===== config.mk =====
export PLATFORM = sky130hd
export DESIGN_NAME = reg_bank_arbiter
export DESIGN_NICKNAME = d
export VERILOG_FILES = /design/src/rtl/reg_bank_arbiter.sv
export SDC_FILE = /design/constraint.sdc
export NUM_CORES = 1
export LEC_CHECK = 0
export CORE_UTILIZATION = 36
export CTS_BUF_LIST = sky130_fd_sc_hd__clkbuf_4 sky130_fd_sc_hd__clkbuf_8 sky130_fd_sc_hd__clkbuf_16
export DETAILED_ROUTE_END_ITERATION = 7
export PLACE_DENSITY_LB_ADDON = 0.25
export SLEW_MARGIN = 20
export SYNTH_ARGS = -nofsm -noshare
export SYNTH_HDL_FRONTEND = slang
export SYNTH_SLANG_ARGS = --single-unit

===== constraint.sdc =====
create_clock -name clk -period 1.3 [get_ports clk]
set_input_delay 0.325 -clock clk [delete_from_list [all_inputs] [get_ports clk]]
set_output_delay 0.325 -clock clk [all_outputs]
set_load 0.005 [all_outputs]

===== src/rtl/reg_bank_arbiter.sv =====
// Two-requester round-robin arbiter in front of a small resettable register bank.
// Optional REG_ARB_LOCK_EN adds lock0/lock1 so an owner can keep the bank for atomic sequences.
module reg_bank_arbiter #(
    parameter int DW = 8,
    parameter int AW = 2
) (
    input  logic          clk,
    input  logic          rst,
    input  logic          req0,
    input  logic          we0,
    input  logic [AW-1:0] addr0,
    input  logic [DW-1:0] wdata0,
    output logic          gnt0,
    input  logic          req1,
    input  logic          we1,
    input  logic [AW-1:0] addr1,
    input  logic [DW-1:0] wdata1,
    output logic          gnt1,
`ifdef REG_ARB_LOCK_EN
    input  logic          lock0,
    input  logic          lock1,
`endif
    output logic [DW-1:0] rdata,
    output logic          rvalid,
    output logic          rid,
    output logic          busy
);

    localparam int DEPTH = 1 << AW;

    typedef enum logic [1:0] {IDLE, ACCESS, RESP} state_t;

    state_t        state_reg, state_next;
    logic          owner_reg, owner_next;
    logic          last_reg, last_next;
    logic          cmd_we_reg, cmd_we_next;
    logic [AW-1:0] cmd_addr_reg, cmd_addr_next;
    logic [DW-1:0] cmd_wdata_reg, cmd_wdata_next;
    logic [DW-1:0] rdata_reg;
    logic          rvalid_reg;
    logic          rid_reg;
    logic [DW-1:0] bank_q [DEPTH];

    logic any_req;
    logic winner;
    logic lock_hold;

    always_comb begin
        any_req = req0 | req1;
        if (req0 && req1) begin
            winner = ~last_reg;
        end else begin
            winner = req1;
        end
`ifdef REG_ARB_LOCK_EN
        // A locked owner re-requesting straight out of its own RESP keeps the bank.
        lock_hold = (state_reg == RESP) &&
                    (owner_reg ? (lock1 && req1) : (lock0 && req0));
`else
        lock_hold = 1'b0;
`endif
        if (lock_hold) begin
            winner = owner_reg;
        end
    end

    always_comb begin
        state_next     = state_reg;
        owner_next     = owner_reg;
        last_next      = last_reg;
        cmd_we_next    = cmd_we_reg;
        cmd_addr_next  = cmd_addr_reg;
        cmd_wdata_next = cmd_wdata_reg;
        case (state_reg)
            IDLE, RESP: begin
                if (any_req) begin
                    state_next     = ACCESS;
                    owner_next     = winner;
                    if (!lock_hold) begin
                        last_next = winner;
                    end
                    cmd_we_next    = winner ? we1    : we0;
                    cmd_addr_next  = winner ? addr1  : addr0;
                    cmd_wdata_next = winner ? wdata1 : wdata0;
                end else begin
                    state_next = IDLE;
                end
            end
            ACCESS:  state_next = RESP;
            default: state_next = IDLE;
        endcase
    end

    always_ff @(posedge clk) begin
        if (rst) begin
            state_reg     <= IDLE;
            owner_reg     <= 1'b0;
            last_reg      <= 1'b1;
            cmd_we_reg    <= 1'b0;
            cmd_addr_reg  <= '0;
            cmd_wdata_reg <= '0;
        end else begin
            state_reg     <= state_next;
            owner_reg     <= owner_next;
            last_reg      <= last_next;
            cmd_we_reg    <= cmd_we_next;
            cmd_addr_reg  <= cmd_addr_next;
            cmd_wdata_reg <= cmd_wdata_next;
        end
    end

    // Each bank word is its own resettable register; writes land at the edge ending ACCESS.
    for (genvar gi = 0; gi < DEPTH; gi++) begin : g_bank
        logic [DW-1:0] word_reg;
        always_ff @(posedge clk) begin
            if (rst) begin
                word_reg <= '0;
            end else if (state_reg == ACCESS && cmd_we_reg && cmd_addr_reg == AW'(gi)) begin
                word_reg <= cmd_wdata_reg;
            end
        end
        assign bank_q[gi] = word_reg;
    end

    always_ff @(posedge clk) begin
        if (rst) begin
            rdata_reg  <= '0;
            rvalid_reg <= 1'b0;
            rid_reg    <= 1'b0;
        end else begin
            rvalid_reg <= (state_reg == ACCESS) && !cmd_we_reg;
            if (state_reg == ACCESS && !cmd_we_reg) begin
                rdata_reg <= bank_q[cmd_addr_reg];
                rid_reg   <= owner_reg;
            end
        end
    end

    assign gnt0   = (state_reg == ACCESS) && !owner_reg;
    assign gnt1   = (state_reg == ACCESS) &&  owner_reg;
    assign busy   = (state_reg != IDLE);
    assign rdata  = rdata_reg;
    assign rvalid = rvalid_reg;
    assign rid    = rid_reg;

endmodule


=== Word level (Yosys, flattened, before mapping) ===
Cells that the tools add are included.

* Bits in registers: 57
* Input bits: 26
* Output and inout bits: 13

* Magnitude comparators: 1
* Equality and inequality tests: 5
* Mux-type cells: 9
* Bitwise operators: 3
* Reduce and logical (&&, ||, !) cells: 16

{| class="wikitable"
|+ Operator list
! operator !! number
|-
| 2-to-1 mux 8 bit || 3
|-
| binary-select mux 8 bit (select 2 bit) || 1
|-
| logical AND 1 bit || 9
|-
| == test 2 bit (second input constant) || 3
|-
| == test 2 x 1 -> 1 bit (second input constant) || 2
|-
| zero test 2 bit || 2
|-
| one-hot mux 2 bit (2 select lines) || 1
|-
| greater-or-equal comparator 3 bit (second input constant) || 1
|-
| 2-to-1 mux 1 bit || 3
|-
| inverter 2 -> 3 bit || 1
|-
| zero test 1 bit || 2
|-
| 2-to-1 mux 2 bit || 1
|-
| AND reduction 2 bit || 1
|-
| nonzero test 2 bit || 1
|-
| OR reduction 2 bit || 1
|-
| inverter 1 bit || 1
|-
| bitwise OR 1 bit || 1
|}

=== Logic depth before layout (Yosys ltp) ===
Gate-level depths: netlist of run 1.

* Depth after elaboration: 4
* Mapped depth: 6

=== Worst setup path after synthesis of run 1 ===
No wires, ideal clock.

* Path type: register -> register
* Start point: register cmd_addr_reg[0]
* End point: register rdata_reg[5] (netlist: rdata[5])
* Library setup time: 0.132 ns
* Arrival time: 1.167 ns
* Data required time: 1.168 ns
* Path slack: 0.000 ns
* Cell stages (with the launch flop): 5
* Period minus slack after synthesis: 1.300 ns
* Cell sequence: dfxtp_1 -> buf_6 -> mux4_1 -> nand2_1 -> a21oi_1

* Word-level cells in the longest chain between the ends: 4

{| class="wikitable"
|+ RTL lines
! what !! line !! RTL
|-
| from (decl) || 37 || <nowiki>logic [AW-1:0] cmd_addr_reg, cmd_addr_next;</nowiki>
|-
| from (signal assigned) || 107 || <nowiki>cmd_addr_reg <= cmd_addr_next;</nowiki>
|-
| inverter 2 -> 3 bit (implied by the code) || 133 || <nowiki>rdata_reg <= bank_q[cmd_addr_reg];</nowiki>
|-
| binary-select mux 8 bit (select 2 bit) || 133 ||
|-
| 2-to-1 mux 8 bit (implied by the code) (2 in series) || 133 ||
|-
| to (signal assigned) || 133 ||
|-
| to (decl) || 39 || <nowiki>logic [DW-1:0] rdata_reg;</nowiki>
|}

Every way passes these cells. The select of a mux whose other input is x is not followed.
A chain may end at the register's enable or synchronous reset.

=== Worst setup path after layout of run 1 ===
* Start point: register state_reg[0]
* End point: output port busy

* Word-level cells in the longest chain between the ends: 1

{| class="wikitable"
|+ RTL lines
! what !! line !! RTL
|-
| from (decl) || 33 || <nowiki>state_t state_reg, state_next;</nowiki>
|-
| from (signal assigned) || 103 || <nowiki>state_reg <= state_next;</nowiki>
|-
| nonzero test 2 bit || 141 || <nowiki>assign busy = (state_reg != IDLE);</nowiki>
|-
| to (decl) || 26 || <nowiki>output logic busy</nowiki>
|}

Every way passes these cells.

==> flow_summary.json, run 1 <==
{
  "status": "finished, violations left",
  "violations": "negative setup slack",
  "timing.rr.end": "g_bank[0].word_reg[6]",
  "dp_hpwl_mm": 3.73,
  "drv_slew": 0,
  "dieHeight_microns": 86.0,
  "reg2reg_depth": 4,
  "vias_per_cell": 5.11,
  "p_switching_mw": 1.10,
  "met3_length_microns": 300,
  "synth_area_sq_um": 2540,
  "htreeDepth": 3,
  "min_to": "state_reg[1]",
  "worstPathCellList": "or2_4 > buf_6",
  "grt_pass1_wl_mm": 10.0,
  "route.met2.wl_mm": 2.82,
  "totalWireLength_mm": 6.21,
  "grt_max_degree": 43,
  "switching_share": 0.255,
  "cts_buffer_depth": 2,
  "pwr_density_cell_nw_per_um2": 1190,
  "antenna_found_initial": 0,
  "pwr-share-comb": 0.160,
  "yosys_most_used_dff": "dfxtp_1",
  "finClkSkew_ps": 7.69,
  "grt_remaining_overflow": 0,
  "reg2reg_from": "state_reg[1]",
  "syn-instance-count": 272,
  "path_max_fanout": 4,
  "fin_crit_sh": 1.05,
  "clkPwrFrac": 0.406,
  "p_int_mw": 3.20,
  "seq_area_frac_synth": 0.449,
  "max_stage_delay_ps": 360,
  "r2r_slack_ps": -50,
  "ys_warn_count": 0,
  "area_delta_synth_final_pct": 41.8,
  "wl_per_cell_microns": 14.4,
  "rows": 30,
  "die_w_microns": 86.0,
  "ant_nets": 0,
  "diodes": 0,
  "nets": 355,
  "hp-start": "rst",
  "end_kind": "output pin",
  "clk_latency_ps": 340,
  "synthesis.nets": 298,
  "vias": 2196,
  "initial_utilization": 0.374,
  "max_cap_viol_count": 0,
  "cts_buffers": 9,
  "port_buffers": 38,
  "crit_path_start_kind": "flop",
  "core-area_sq_um": 6790,
  "min_period_ps": 1360,
  "finalSetupViolCount": 18,
  "grt_pass1_vias": 2062,
  "first_pass_iters": 4,
  "ys_async_sr_fraction": 0,
  "io_pins": 39,
  "clkTransAtPathRegs_ps": 60,
  "grtUsageTotal": 0.177,
  "die_area_sq_um": 7400,
  "worst_slew_pin_slew_ps": 244,
  "cts_root_buf": "clkbuf_8",
  "synth.distinct_cells": 33,
  "postCtsHoldBufs": 0,
  "tritoncts": "yes",
  "p_seq_frac": 0.435,
  "avgSynthCellArea_sq_um": 9.34,
  "hold_violations": 0,
  "layout_setup_ws_ps": -59.7,
  "synth-edff-count": 0,
  "whs_path_depth": 2,
  "final.setup.tns_ps": -408,
  "worstPathRequired_ps": 980,
  "hold_ws_ps": 255,
  "wl_met1_mm": 2.95,
  "slew_headroom": 0.837,
  "highest_layer": "met4",
  "drive_gt1_frac": 0.296,
  "irDropWorstVdd_mv": 0.553,
  "largest_reg_flops": 32,
  "hold_class": "input pin to flop",
  "crit_slowest_cell": "dfxtp_4",
  "cts.sinks": 57,
  "synth-seq-cells": 57,
  "total_power_mw": 4.30,
  "fillCellCount": 655,
  "drt_iter0_drc": 106,
  "critical_path_arrival_ps": 1030,
  "clock.fmax_mhz": 735,
  "gp_congestion": 0.714,
  "criticalPathCategory": "flop to output pin",
  "p_leak_nw": 1.30,
  "rsz0062_at_grt": "true",
  "drc": 0
}
critical path: cells and delay by family (launching register included):
| family | cells | cell delay, ps |
|---|---|---|
| buffers and inverters | 1 | 110 |
| flip-flops | 1 | 360 |
| AND/OR/NAND/NOR | 1 | 220 |
area by class of cell:
cell class | instances | area [sq um] | share of cell area
clock buffers | 12 | 165 | 0.0459
inverters | 1 | 3.75 | 0.00104
repair buffers | 70 | 758 | 0.211
multi-input cells | 190 | 1350 | 0.376
well taps | 96 | 120 | 0.0334
clock inverters | 4 | 50.0 | 0.0139
flip-flops and latches | 57 | 1150 | 0.320
synthesized netlist by cell type (2+ instances only):
cell type / instances / area (sq um)
mux4_1: 8 / 210
clkbuf_1: 7 / 26.3
nand3_1: 32 / 160
nor2_1: 16 / 60.1
nand2b_1: 4 / 25.0
buf_4: 5 / 37.5
nor2b_1: 2 / 12.5
a21oi_1: 42 / 210
mux2i_1: 11 / 110
a211oi_1: 10 / 75.1
o21ai_1: 14 / 70.1
buf_6: 5 / 56.3
dfxtp_1: 57 / 1140
buf_2: 6 / 30.0
o21ai_0: 18 / 90.1
nand2_1: 18 / 67.6
metal layers:
metal  track usage  vias to the layer above
li1              -                     1104
met1         0.235                     1016
met2         0.275                       64
met5             0                        -
met4         0.100                        0
met3        0.0289                       12
power groups by stage:
| stage | clock network (mW) | logic, mW | registers, mW |
|---|---|---|---|
| 4_1_cts | 1.78 | 0.650 | 1.86 |
| 3_3_place_gp | 0 | 0.570 | 1.89 |
| 2_1_floorplan | 0 | 0.321 | 1.88 |
| 3_5_place_dp | 0 | 0.574 | 1.89 |
| 6_report | 1.74 | 0.687 | 1.87 |
| 5_1_grt | 1.84 | 0.738 | 1.88 |
kinds of logic (layout without fill, tap and decap cells):
family	after synthesis	in the layout	synth area share
AO/OA/AOI/OAI	88	88	0.195
buffers and inverters	26	87	0.0640
AND/OR/NAND/NOR	82	83	0.166
flip-flops	57	57	0.449
multiplexers	19	19	0.126
what timing repair did:
action | in CTS | in global routing
resized for setup | 51 | 45
pin swaps | 14 | 12
gates cloned | 3 | 1
setup endpoints to repair | 37 | 46
buffers inserted | 4 | 0
stage by stage:
step	utilization	setup WS [ps]	instances	cell area, sq um
2_1_floorplan	-	0.438	272	2540
3_3_place_gp	0.465	-284	407	3160
3_5_place_dp	0.465	-305	407	3160
4_1_cts	0.509	-170	430	3460
5_1_grt	0.530	-110	430	3600
6_report	0.530	-59.7	430	3600
placed cells by master (no fill, tap or decap), drive strengths merged, types with 2 or more instances in the layout:
cell and instances:
clkinvlp 2, or3b 3, dlygate4sd2 10, nand2b 4, clkbuf 13, dlymetal6s2s 2, mux4 8, clkdlybuf4s50 22
buf 35, a211oi 11, nand3 32, nand2 19, a21oi 42, dfxtp 57, o21ai 32, nor2 16
nor3b 2, nor2b 2, mux2i 11
worst max path at each step:
stage,from,to,slack (ps),cells past startpoint
floorplan,cmd_addr_reg[0],rdata[5],0.4,4
global placement,req1,owner_reg,-280,5
detailed placement,req0,owner_reg,-300,5
CTS,state_reg[1],gnt1,-170,3
global route,cmd_addr_reg[0],g_bank[2].word_reg[2],-110,7
finish,state_reg[0],busy,-60,2
(Power assumes the default switching activity.)
==> run 2, diff against run 1 <==
Settings changed: CORE_MARGIN set to 5, SLEW_MARGIN 20 to unset.
==> flow_summary.json, run 2 (synthesis gave the netlist of run 1 again) <==
{
  "status": "finished, violations left",
  "violations": "negative setup slack",
  "fillCellCount": 685,
  "path_max_fanout": 4,
  "tritoncts": "yes",
  "critical_path_arrival_ps": 1030,
  "worstPathRequired_ps": 980,
  "final.setup.tns_ps": -191,
  "htreeDepth": 3,
  "clock.fmax_mhz": 736,
  "first_pass_iters": 4,
  "layout_setup_ws_ps": -59.3,
  "vias_per_cell": 5.07,
  "grtUsageTotal": 0.155,
  "cts.sinks": 57,
  "finalSetupViolCount": 13,
  "dpl_cell_area_sq_um": 3120,
  "crit_path_start_kind": "flop",
  "most-common-layout-cells": "52 x dfxtp_1, 34 x a21oi_1, 32 x nand3_1",
  "grt_pass1_wl_mm": 10.6,
  "nets": 352,
  "min_period_ps": 1360,
  "pwr_density_cell_nw_per_um2": 1200,
  "die_area_sq_um": 8840,
  "clkTransAtPathRegs_ps": 70,
  "postLayoutCellArea_sq_um": 3450,
  "place_inst": 403,
  "drv_slew": 0,
  "fin_crit_sh": 1.05,
  "postCtsHoldBufs": 0,
  "vias": 2167,
  "gp_congestion": 0.741,
  "drt_iter0_drc": 81,
  "final_util": 0.506,
  "rsz0062_at_grt": "true",
  "antenna_found_initial": 0,
  "finClkSkew_ps": 9.33,
  "cts_buffers": 9,
  "initial_utilization": 0.372,
  "grt_remaining_overflow": 0,
  "hold_ws_ps": 396,
  "die_w_microns": 94.0,
  "seqCellArea_sq_um": 1150,
  "rows": 30,
  "dp_hpwl_mm": 3.80,
  "largest_reg_flops": 32,
  "end_kind": "output pin",
  "clk_latency_ps": 340,
  "criticalPathCategory": "flop to output pin",
  "pre_cts_ws_ps": -375,
  "slew_headroom": 0.765,
  "grtUsageMet3": 0.0280,
  "totalWireLength_mm": 6.28,
  "multi_input_area_sq_um": 1340,
  "irDropWorstVdd_mv": 0.514,
  "cts_root_buf": "clkbuf_8",
  "drc": 0,
  "area_delta_synth_final_pct": 36.0,
  "dieHeight_microns": 94.0,
  "gr-max-usage-layer": "met2",
  "use_met1": 0.207,
  "hold_class": "input pin to flop",
  "final_common_cell": "dfxtp_1",
  "grt_pass1_vias": 2137,
  "wl_per_cell_microns": 14.7,
  "port_buffers": 38,
  "layoutNonFillerInstCount": 427,
  "cts_buffer_depth": 2,
  "drive_gt1_frac": 0.248,
  "grt_max_degree": 33,
  "p_leak_nw": 1.27,
  "diodes": 0,
  "hold_violations": 0,
  "ant_nets": 0,
  "io_pins": 39,
  "grt_use_met2": 0.235,
  "worst_slew_pin_slew_ps": 353,
  "max_cap_viol_count": 0,
  "total_power_mw": 4.15,
  "core-area_sq_um": 6830
}
## run 2: cell types whose count changed in the layout (fill, tap and decap cells not counted), sizes merged
cell and delta:
clkinv +1, dlygate4sd2 +1, dlymetal6s2s -2, o21ba +2
clkbuf -2, buf -4, clkdlybuf4s15 +1
## run 2: critical path: stages (launching register included)
cell,delay [ps]
dfxtp_4,360
or2_4,230
buf_6,110
## run 2: report_power, final
| part | total [mW] | switching (mW) | internal [mW] |
|---|---|---|---|
| Clock | 1.66 | 0.709 | 0.951 |
| Sequential | 1.87 | 0.0649 | 1.80 |
| Combinational | 0.623 | 0.296 | 0.327 |
## run 2: repair_timing
action / 4_1_cts / 5_1_grt
pin swaps: 7 / 1
hold endpoints to repair: 0 / 0
resized for setup: 47 / 24
buffers inserted: 3 / 1
gates cloned: 3 / 1
setup endpoints to repair: 40 / 56
## run 2: final cells by class
class | instances | area share
Clock buffer | 11 | 0.0420
Clock inverter | 5 | 0.0159
Inverter | 1 | 0.00109
Multi-Input combinational cell | 192 | 0.386
Sequential cell | 57 | 0.333
Tap cell | 96 | 0.0348
Timing Repair Buffer | 65 | 0.187
## run 2: final timing paths
path,cells after the start,to,slack (ps),start
hold reg to reg,2,rdata[0],450,rdata[0]
setup / recovery,2,busy,-60,state_reg[0]
hold / removal,2,cmd_we_reg,400,rst
setup reg to reg,4,g_bank[0].word_reg[5],-30,state_reg[0]
## run 2: metal layers
| metal | share of wire | wire length, microns | vias to the layer above |
|---|---|---|---|
| met3 | 0.045 | 281 | 11 |
| met5 | 0 | 0 | - |
| met2 | 0.47 | 2940 | 62 |
| li1 | - | - | 1095 |
| met1 | 0.47 | 2930 | 999 |
| met4 | 0.021 | 129 | 0 |
